## src/rtl/anim_sprite_blob.sv

```systemverilog
// Animated, mirrorable, scalable sprite renderer with a 3-cycle pipeline.
// It drives an external image ROM and an external palette ROM, each with a 1-cycle read latency.
module anim_sprite_blob #(
  parameter int unsigned WIDTH           = 32,
  parameter int unsigned HEIGHT          = 32,
  parameter int unsigned NUM_DIRS        = 4,
  parameter int unsigned NUM_FRAMES      = 4,
  parameter int unsigned FRAME_TICKS     = 8,
  parameter int unsigned SCALE_LOG2      = 0,
  parameter logic [7:0]  TRANSPARENT_IDX = 8'h00,
  parameter logic [11:0] BG_COLOR        = 12'hFFF,
  parameter int unsigned ADDR_W          = $clog2(NUM_DIRS*NUM_FRAMES*WIDTH*HEIGHT)
) (
  input  logic              pixel_clk_in,
  input  logic              rst_in,
  input  logic [10:0]       x_in,
  input  logic [9:0]        y_in,
  input  logic [10:0]       hcount_in,
  input  logic [9:0]        vcount_in,
  input  logic              frame_start_in,
  input  logic [1:0]        dir_in,
  input  logic              walking_in,
  input  logic              mirror_in,
  output logic [ADDR_W-1:0] image_addr_out,
  input  logic [7:0]        image_bits_in,
  output logic [7:0]        palette_addr_out,
  input  logic [11:0]       palette_rgb_in,
  output logic [11:0]       pixel_out,
  output logic              opaque_out
);
  localparam int unsigned DW = (NUM_DIRS > 1)    ? $clog2(NUM_DIRS)    : 1;
  localparam int unsigned FW = (NUM_FRAMES > 1)  ? $clog2(NUM_FRAMES)  : 1;
  localparam int unsigned TW = (FRAME_TICKS > 1) ? $clog2(FRAME_TICKS) : 1;
  localparam int unsigned CW = (WIDTH > 1)       ? $clog2(WIDTH)       : 1;
  localparam int unsigned RW = (HEIGHT > 1)      ? $clog2(HEIGHT)      : 1;
  localparam logic [11:0] BOX_W = 12'(WIDTH << SCALE_LOG2);
  localparam logic [11:0] BOX_H = 12'(HEIGHT << SCALE_LOG2);

  typedef enum logic {IDLE, WALK} state_t;

  state_t            state;
  logic [FW-1:0]     anim_frame;
  logic [TW-1:0]     tick_cnt;
  logic [DW-1:0]     dir_q;
  logic [DW-1:0]     dir_sel;
  logic              mirror_q;

  logic [11:0]       hc, vc, xs, ys, dx, dy;
  logic              hit;
  logic [CW-1:0]     col_raw, col;
  logic [RW-1:0]     row;
  logic [ADDR_W-1:0] addr_next;
  logic              v1, v2, v3, t3;

  assign dir_sel = (32'(dir_in) >= NUM_DIRS) ? '0 : DW'(dir_in);

  // Shadow registers and the animation FSM only move on frame_start, so a frame never tears
  always_ff @(posedge pixel_clk_in) begin
    if (rst_in) begin
      state      <= IDLE;
      anim_frame <= '0;
      tick_cnt   <= '0;
      dir_q      <= '0;
      mirror_q   <= 1'b0;
    end else if (frame_start_in) begin
      dir_q    <= dir_sel;
      mirror_q <= mirror_in;
      case (state)
        IDLE: begin
          anim_frame <= '0;
          tick_cnt   <= '0;
          if (walking_in) state <= WALK;
        end
        WALK: begin
          if (!walking_in) begin
            state      <= IDLE;
            anim_frame <= '0;
            tick_cnt   <= '0;
          end else if (32'(tick_cnt) == FRAME_TICKS - 1) begin
            tick_cnt   <= '0;
            anim_frame <= (32'(anim_frame) == NUM_FRAMES - 1) ? '0 : anim_frame + FW'(1);
          end else begin
            tick_cnt <= tick_cnt + TW'(1);
          end
        end
        default: state <= IDLE;
      endcase
    end
  end

  // 12-bit widening keeps x_in + box size from wrapping near the right screen edge
  assign hc  = {1'b0, hcount_in};
  assign vc  = {2'b0, vcount_in};
  assign xs  = {1'b0, x_in};
  assign ys  = {2'b0, y_in};
  assign dx  = hc - xs;
  assign dy  = vc - ys;
  assign hit = (hc >= xs) && (hc < xs + BOX_W) && (vc >= ys) && (vc < ys + BOX_H);

  assign col_raw = CW'(dx >> SCALE_LOG2);
  assign col     = mirror_q ? (CW'(WIDTH - 1) - col_raw) : col_raw;
  assign row     = RW'(dy >> SCALE_LOG2);

  assign addr_next = hit ? ADDR_W'((32'(dir_q) * NUM_FRAMES + 32'(anim_frame)) * WIDTH * HEIGHT
                                   + 32'(row) * WIDTH + 32'(col))
                         : '0;

  assign palette_addr_out = image_bits_in;

  always_ff @(posedge pixel_clk_in) begin
    if (rst_in) begin
      image_addr_out <= '0;
      v1             <= 1'b0;
      v2             <= 1'b0;
      v3             <= 1'b0;
      t3             <= 1'b0;
      pixel_out      <= BG_COLOR;
      opaque_out     <= 1'b0;
    end else begin
      image_addr_out <= addr_next;
      v1             <= hit;
      v2             <= v1;
      v3             <= v2;
      t3             <= (image_bits_in == TRANSPARENT_IDX);
      if (v3 && !t3) begin
        pixel_out  <= palette_rgb_in;
        opaque_out <= 1'b1;
      end else begin
        pixel_out  <= BG_COLOR;
        opaque_out <= 1'b0;
      end
    end
  end
endmodule

```

## config.mk

```make
export PLATFORM = sky130hd
export DESIGN_NAME = anim_sprite_blob
export DESIGN_NICKNAME = d
export VERILOG_FILES = /design/src/rtl/anim_sprite_blob.sv
export SDC_FILE = /design/constraint.sdc
export NUM_CORES = 1
export LEC_CHECK = 0
export CORE_MARGIN = 2
export CORE_UTILIZATION = 30
export CTS_CLUSTER_DIAMETER = 50
export DETAILED_ROUTE_END_ITERATION = 12
export PLACE_DENSITY = 0.69
export SKIP_LAST_GASP = 1
export SLEW_MARGIN = 20
export SYNTH_ARGS = -nofsm -noshare
export SYNTH_HDL_FRONTEND = slang
export SYNTH_SLANG_ARGS = --single-unit
export TNS_END_PERCENT = 10
```

## constraint.sdc

```tcl
create_clock -name pixel_clk_in -period 3.1 [get_ports pixel_clk_in]
set_input_delay 0.465 -clock pixel_clk_in [delete_from_list [all_inputs] [get_ports pixel_clk_in]]
set_output_delay 0.465 -clock pixel_clk_in [all_outputs]
set_load 0.005 [all_outputs]
```

==> summary.md, run 1 <==
| Metric | Value |
|---|---|
| Final setup TNS | 0 ns |
| Worst EP required | 3.23 ns |
| Total wire length | 5.852 mm |
| Worst Tran Pin Value | 0.9138 ns |
| First-pass GRT wire length | 9.266 mm |
| Final setup margin | 0.3099 ns |
| Fillers | 780 |
| Placed Cells | 468 |
| Crit. End Element | flip-flop |
| Final min period | 2.790 ns |
| Synthesized area | 0.002501 mm2 |
| DR WL/cell | 12.29 um |
| Hpwl dp | 4.918 mm |
| Initial antenna violation count | 0 |
| Final Skew | 0.003840 ns |
| VDD IR max | 168.2 uV |
| Max Slew Vio Count | 0 |
| Synth top area share | 32.02% |
| IO buf count | 103 |
| Number of synthesized flops with an enable pin | 0 |
| Vias in the first global route | 2157 |
| TritonCTS buffer count | 5 |
| Core Area | 0.008134 mm2 |
| Routed vias | 2194 |
| Fmax | 358.4 MHz |
| Clock tree buffer depth | 2 |
| Seq/Total Area, Yosys | 32.02% |
| Synth Area in XOR/XNOR | 5.603% |
| Gr ovfl total | 0 |
| Mean Syn Cell Area | 9.298 um2 |
| Commonest cells post-synth | 40 x dfxtp_1, 36 x ha_1, 31 x inv_1 |
| Post-route ant nets | 0 |
| Yosys top cell by area | dfxtp_1 |
| RSZ-0062 raised after global routing | no |
| DIE WIDTH | 95.31 um |
| Synth Register Bits | 40 |
| Mux cell area share after synthesis | 1.601% |
| Placer congestion estimate | 0.8145 |
| N_diodes | 0 |
| # IOs | 104 |
| Adder-Cell Fraction of Synth Area | 19.61% |
| Post-route DRC | 0 |
| Root Driver | clkbuf_8 |
| Critical path's top delay family | compound AO/OA/AOI/OAI gates |
| Post_cts resized | 0 |
| Hold Fails Final Rpt | 0 |
| Drt pass-1 iters | 4 |
| Synthesis-to-layout area growth | 48.52% |
| WL met1 | 2.525 mm |
| H-tree level count | 2 |
| Synthesized instance count | 269 |
| Synth Warn # | 0 |
| DR top layer | met4 |
| CP max stage delay | 0.74 ns |
| Dominant synthesized flop cell | dfxtp_1 |
| Clock Latency Late Sink | 0.28 ns |
| Synth Area in Simple Gates | 20.81% |
| Total of max-cap violations | 0 |
| Power per Cell Area | 345.8 mW/mm2 |
| Final setup vio count | 0 |
| Top cells by area, synth | dfxtp_1 32%, ha_1 18%, inv_1 4.7% |
| Clk pin slew, worst setup/hold paths | 0.08 ns |
| CTS Sinks | 40 |
| CP Max Fanout | 15 |
| CP Buf/Inv Count | 1 |
| Drt first-iter violations | 51 |
| Max stage delay cell, worst path | o221ai_2 |
| Most instantiated library cell after synthesis | dfxtp_1 |
| CTS tree | done |
| LEAKAGE | 0.001536 uW |
| Kind of critical path | in2reg |
| Die height | 95.31 um |
| Finished Layout Cells | 476 |
| CP arrival | 2.92 ns |
| Compound-gate portion of the synthesized area | 11.81% |
| Final worst path period share | 90.00% |
| Pre-CTS setup slack | -0.01655 ns |
| GRT Overall Usage | 12.90% |
| Starting Density | 30.75% |
| Largest family of logic cells by synthesized area | simple AND/OR/NAND/NOR gates |
| Number of nets in the layout | 477 |
| Metal2 WL | 2.815 mm |
| Max_slew headroom | 39.08% |
| Post-CTS Setup Inserts | 0 |
| CP dominant cell by count | ha_1 |
| Mapped Nets | 376 |
| Cell chain of the critical path | clkdlybuf4s50_1, ha_1, nand3_1, xnor2_1, ha_1, and3_1, o211ai_1, o221ai_2, nor3_1 |
| Die footprint | 0.009084 mm2 |
| Largest net degree at the start of global routing | 16 |
| # rows | 33 |
| Hold Path Class | reg2reg |
| Count of cell types in the netlist | 43 |
| Fraction of registers with async set/reset | 0% |
| DR vias/cell | 4.609 |
| Met3 wire len | 426 um |
| Status | finished, final reports clean |
| Critical Path Start Type | primary input |
| Share of post-route cells with drive strength above 1 | 8.625% |
| Cts hold-fix bufs | 0 |
## routing by layer
layer	track usage [%]	vias to the layer above
met5	0	-
met2	23.47	67
met4	3.382	0
li1	-	1119
met1	15.14	999
met3	2.925	9
## worst register-to-register path, cell delays in order, from the launching register on
cell     delay [ns]
dfxtp_1        0.33
ha_1           0.20
ha_1           0.22
nand2_1        0.08
nor2_1         0.05
o21ai_0        0.16
nor2_1         0.06
## cell usage in the layout, fill, tap and decap left out, drive strengths merged, types with 4 or more instances in the layout
cell,Yosys,routed
dfxtp,40,40
o211ai,5,5
nor2b,9,9
clkdlybuf4s50,0,103
nand2,11,11
xnor2,13,13
nor4,5,5
nand4,5,5
nor3,12,12
buf,10,5
nor2,9,9
nand3,9,9
nand2b,13,13
mux2i,4,4
ha,36,36
a21oi,14,14
inv,31,31
o21ai,6,6
clkbuf,4,5
## cell type report
cell class / instances / area, um2 / share of cell area, %
timing repair buffer: 108 / 1069 / 28.76
inverter: 31 / 116.4 / 3.132
sequential: 40 / 800.8 / 21.56
tap: 105 / 131.4 / 3.537
clock inverter: 3 / 42.54 / 1.145
multi-input combinational: 184 / 1486 / 40.01
clock buffer: 5 / 68.82 / 1.852
## report_power, final
group,internal [uW],switching [uW],total [uW]
Combinational,193,149,343
Clock,238,176,415
Sequential,522,5.58,527
Total,953,331,1280
## final timing paths
| kind | start | end | slack (ns) | cells past startpoint |
|---|---|---|---|---|
| worst max-delay path | y_in[6] | image_addr_out[4] | 0.31 | 9 |
| worst min-delay path | v2 | v3 | 0.45 | 1 |
| worst max register to register | tick_cnt[0] | anim_frame[0] | 1.89 | 6 |
| worst min register to register | v2 | v3 | 0.45 | 1 |
## registers in the layout (all words and copies together) (netlist names)
signal / count
pixel_out: 12
mirror_q: 1
image_addr_out: 14
dir_q: 2
tick_cnt: 3
v3: 1
t3: 1
anim_frame: 2
opaque_out: 1
state: 1
v1: 1
v2: 1
## metrics by stage
stage                     power [uW]  instance area, um2  hold WS [ns]  utilization [%]
after floorplan                735.5                2501        0.4138                -
after global placement         880.0                3603        0.4230            44.30
after detailed placement       882.3                3603        0.4299            44.30
after CTS                       1306                3715        0.4477            45.67
after global routing            1362                3715        0.4612            45.67
final                           1285                3715        0.4490            45.67
## cells by family after synthesis
group	after synthesis
xor+xnor	16
flops	40
fa+ha+maj	38
mux	4
simple gates	84
buf+inv	45
compound gates	42
Power figures use the tool's default switching activity.
==> inputs of run 2 (changes only) <==
--- a/config.mk
+++ b/config.mk
@@ -9,6 +9,7 @@
 export CORE_UTILIZATION = 30
 export CTS_CLUSTER_DIAMETER = 50
 export DETAILED_ROUTE_END_ITERATION = 12
+export GPL_ROUTABILITY_DRIVEN = 0
 export PLACE_DENSITY = 0.69
 export SKIP_LAST_GASP = 1
 export SLEW_MARGIN = 20
==> summary.md, run 2 (same netlist as run 1, synthesis figures left out) <==
| Metric | Value |
|---|---|
| RSZ-0062 raised after global routing | no |
| Top reg by flops | image_addr_out |
| # IOs | 104 |
| DR WL/cell | 12.80 um |
| # rows | 33 |
| R2r endpoint | anim_frame[1] |
| Die height | 95.31 um |
| Clock Latency Late Sink | 0.29 ns |
| Finished Layout Cells | 476 |
| Biggest regs | image_addr_out (14), pixel_out (12), tick_cnt (3) |
| Worst EP required | 3.24 ns |
| Post-route ant nets | 0 |
| Fillers | 776 |
| Placed Cells | 468 |
| Total wire length | 6.092 mm |
| Vias in the first global route | 2261 |
| Max stage delay cell, worst path | o221ai_2 |
| Hold Path Class | reg2reg |
| Cell chain of the critical path | clkdlybuf4s50_1, ha_1, nand3_1, xnor2_1, ha_1, and3_1, o211ai_1, o221ai_2, nor3_1 |
| Worst r2r path cells | 6 |
| Drt first-iter violations | 51 |
| First-pass GRT wire length | 9.873 mm |
| Root Driver | clkbuf_8 |
| IO buf count | 103 |
| Synthesis-to-layout area growth | 48.67% |
| Pint | 957.7 uW |
| Routed vias | 2199 |
| Post_cts resized | 0 |
| Setup slack, reg-to-reg | 1.82 ns |
| Critical path launch point | y_in[6] |
| VDD IR max | 240.1 uV |
| Clk pin slew, worst setup/hold paths | 0.08 ns |
| CP max stage delay | 0.73 ns |
| Post-layout util | 45.72% |
| Critical Path Start Type | primary input |
| Post-route DRC | 0 |
| Fmax | 368.4 MHz |
| Post-CTS Setup Inserts | 0 |
| Final worst path period share | 87.56% |
| Drt pass-1 iters | 4 |
| Hpwl dp | 5.082 mm |
| Net Sw Power | 346.2 uW |
| Commonest non-fill, non-tap cell in the layout | clkdlybuf4s50_1 |
| DR vias/cell | 4.620 |
| Largest net degree at the start of global routing | 16 |
| Switching share of power | 26.55% |
| Crit. End Element | flip-flop |
| CP dominant cell by count | ha_1 |
| GRT Overall Usage | 13.65% |
| Cts hold-fix bufs | 0 |
| Core Area | 0.008134 mm2 |
| N_diodes | 0 |
| Number of nets in the layout | 477 |
| Gr ovfl total | 0 |
| Die footprint | 0.009084 mm2 |
| Final setup TNS | 0 ns |
| TritonCTS buffer count | 5 |
| Clk pwr share | 33.1% |
| Hold Fails Final Rpt | 0 |
| Status | finished, final reports clean |
| Worst hold start | v2 |
| Worst Hold Depth | 1 |
| Most frequent cells in the layout | 103 x clkdlybuf4s50_1, 40 x dfxtp_1, 36 x ha_1 |
| Sequential Power Share | 40.5% |
| Starting Density | 30.75% |
| H-tree level count | 2 |
| Max Slew Vio Count | 0 |
| CP Max Fanout | 15 |
| Initial antenna violation count | 0 |
| Clock tree buffer depth | 2 |
| Worst Tran Pin Value | 0.9066 ns |
| Final Skew | 0.007202 ns |
| Cell Area, Placed | 0.003603 mm2 |
| Largest register FFs | 14 |
| Comb power frac | 26.4% |
| Total of max-cap violations | 0 |
| Design area | 0.003719 mm2 |
| RR Startpoint | tick_cnt[0] |
| CTS tree | done |
| Max_slew headroom | 39.56% |
| DIE WIDTH | 95.31 um |
| Power per Cell Area | 350.6 mW/mm2 |
| LEAKAGE | 0.001537 uW |
| CP arrival | 2.86 ns |
| CTS Sinks | 40 |
| Final setup vio count | 0 |
| Kind of critical path | in2reg |
| Share of post-route cells with drive strength above 1 | 8.625% |
| Final min period | 2.714 ns |
| WHS Endpoint | v3 |
==> run 2: how the worst max path moves through the flow <==
stage                                   end  cells after the start
final                     image_addr_out[4]                      9
after global routing      image_addr_out[4]                      9
after CTS                 image_addr_out[4]                      9
after detailed placement  image_addr_out[4]                      9
after global placement    image_addr_out[8]                      9
after floorplan           image_addr_out[3]                     10
==> run 2: area by class of cell <==
cell class	count	area (um2)	area share (%)
multi-input cells	184	1486	39.97
flip-flops and latches	40	800.8	21.53
repair buffers	108	1069	28.73
clock buffers	5	68.82	1.851
inverters	31	116.4	3.129
well taps	105	131.4	3.533
clock inverters	3	46.29	1.245
==> run 2: routing by layer <==
layer / up-vias / GRT usage (%) / routed length [um]
met2: 73 / 23.42 / 2895
met3: 10 / 3.636 / 442
li1: 1125 / - / -
met1: 991 / 16.28 / 2609
met4: 0 / 5.072 / 144
met5: - / 0 / 0
==> run 2: power by group through the flow <==
stage               sequential [uW]  clock (uW)  combinational [uW]
finish                          527         432                 344
global route                    529         468                 385
global placement                540           0                 338
floorplan                       537           0                 198
CTS                             528         447                 347
detailed placement              540           0                 343
==> run 2: metrics by stage <==
step / setup slack [ns] / power, uW / hold slack, ns
6_report: 0.3856 / 1304 / 0.4462
5_1_grt: 0.1812 / 1382 / 0.4684
4_1_cts: 0.3711 / 1322 / 0.4512
3_5_place_dp: 0.06186 / 883.0 / 0.4329
3_3_place_gp: 0.1331 / 878.1 / 0.4221
2_1_floorplan: 0.9472 / 735.5 / 0.4138
==> run 2: worst max-delay path, delay by kind of cell <==
kind | cells | cell delay (ns)
compound gates | 2 | 0.83
xor+xnor | 1 | 0.14
buf+inv | 1 | 0.53
simple gates | 3 | 0.40
fa+ha+maj | 2 | 0.49
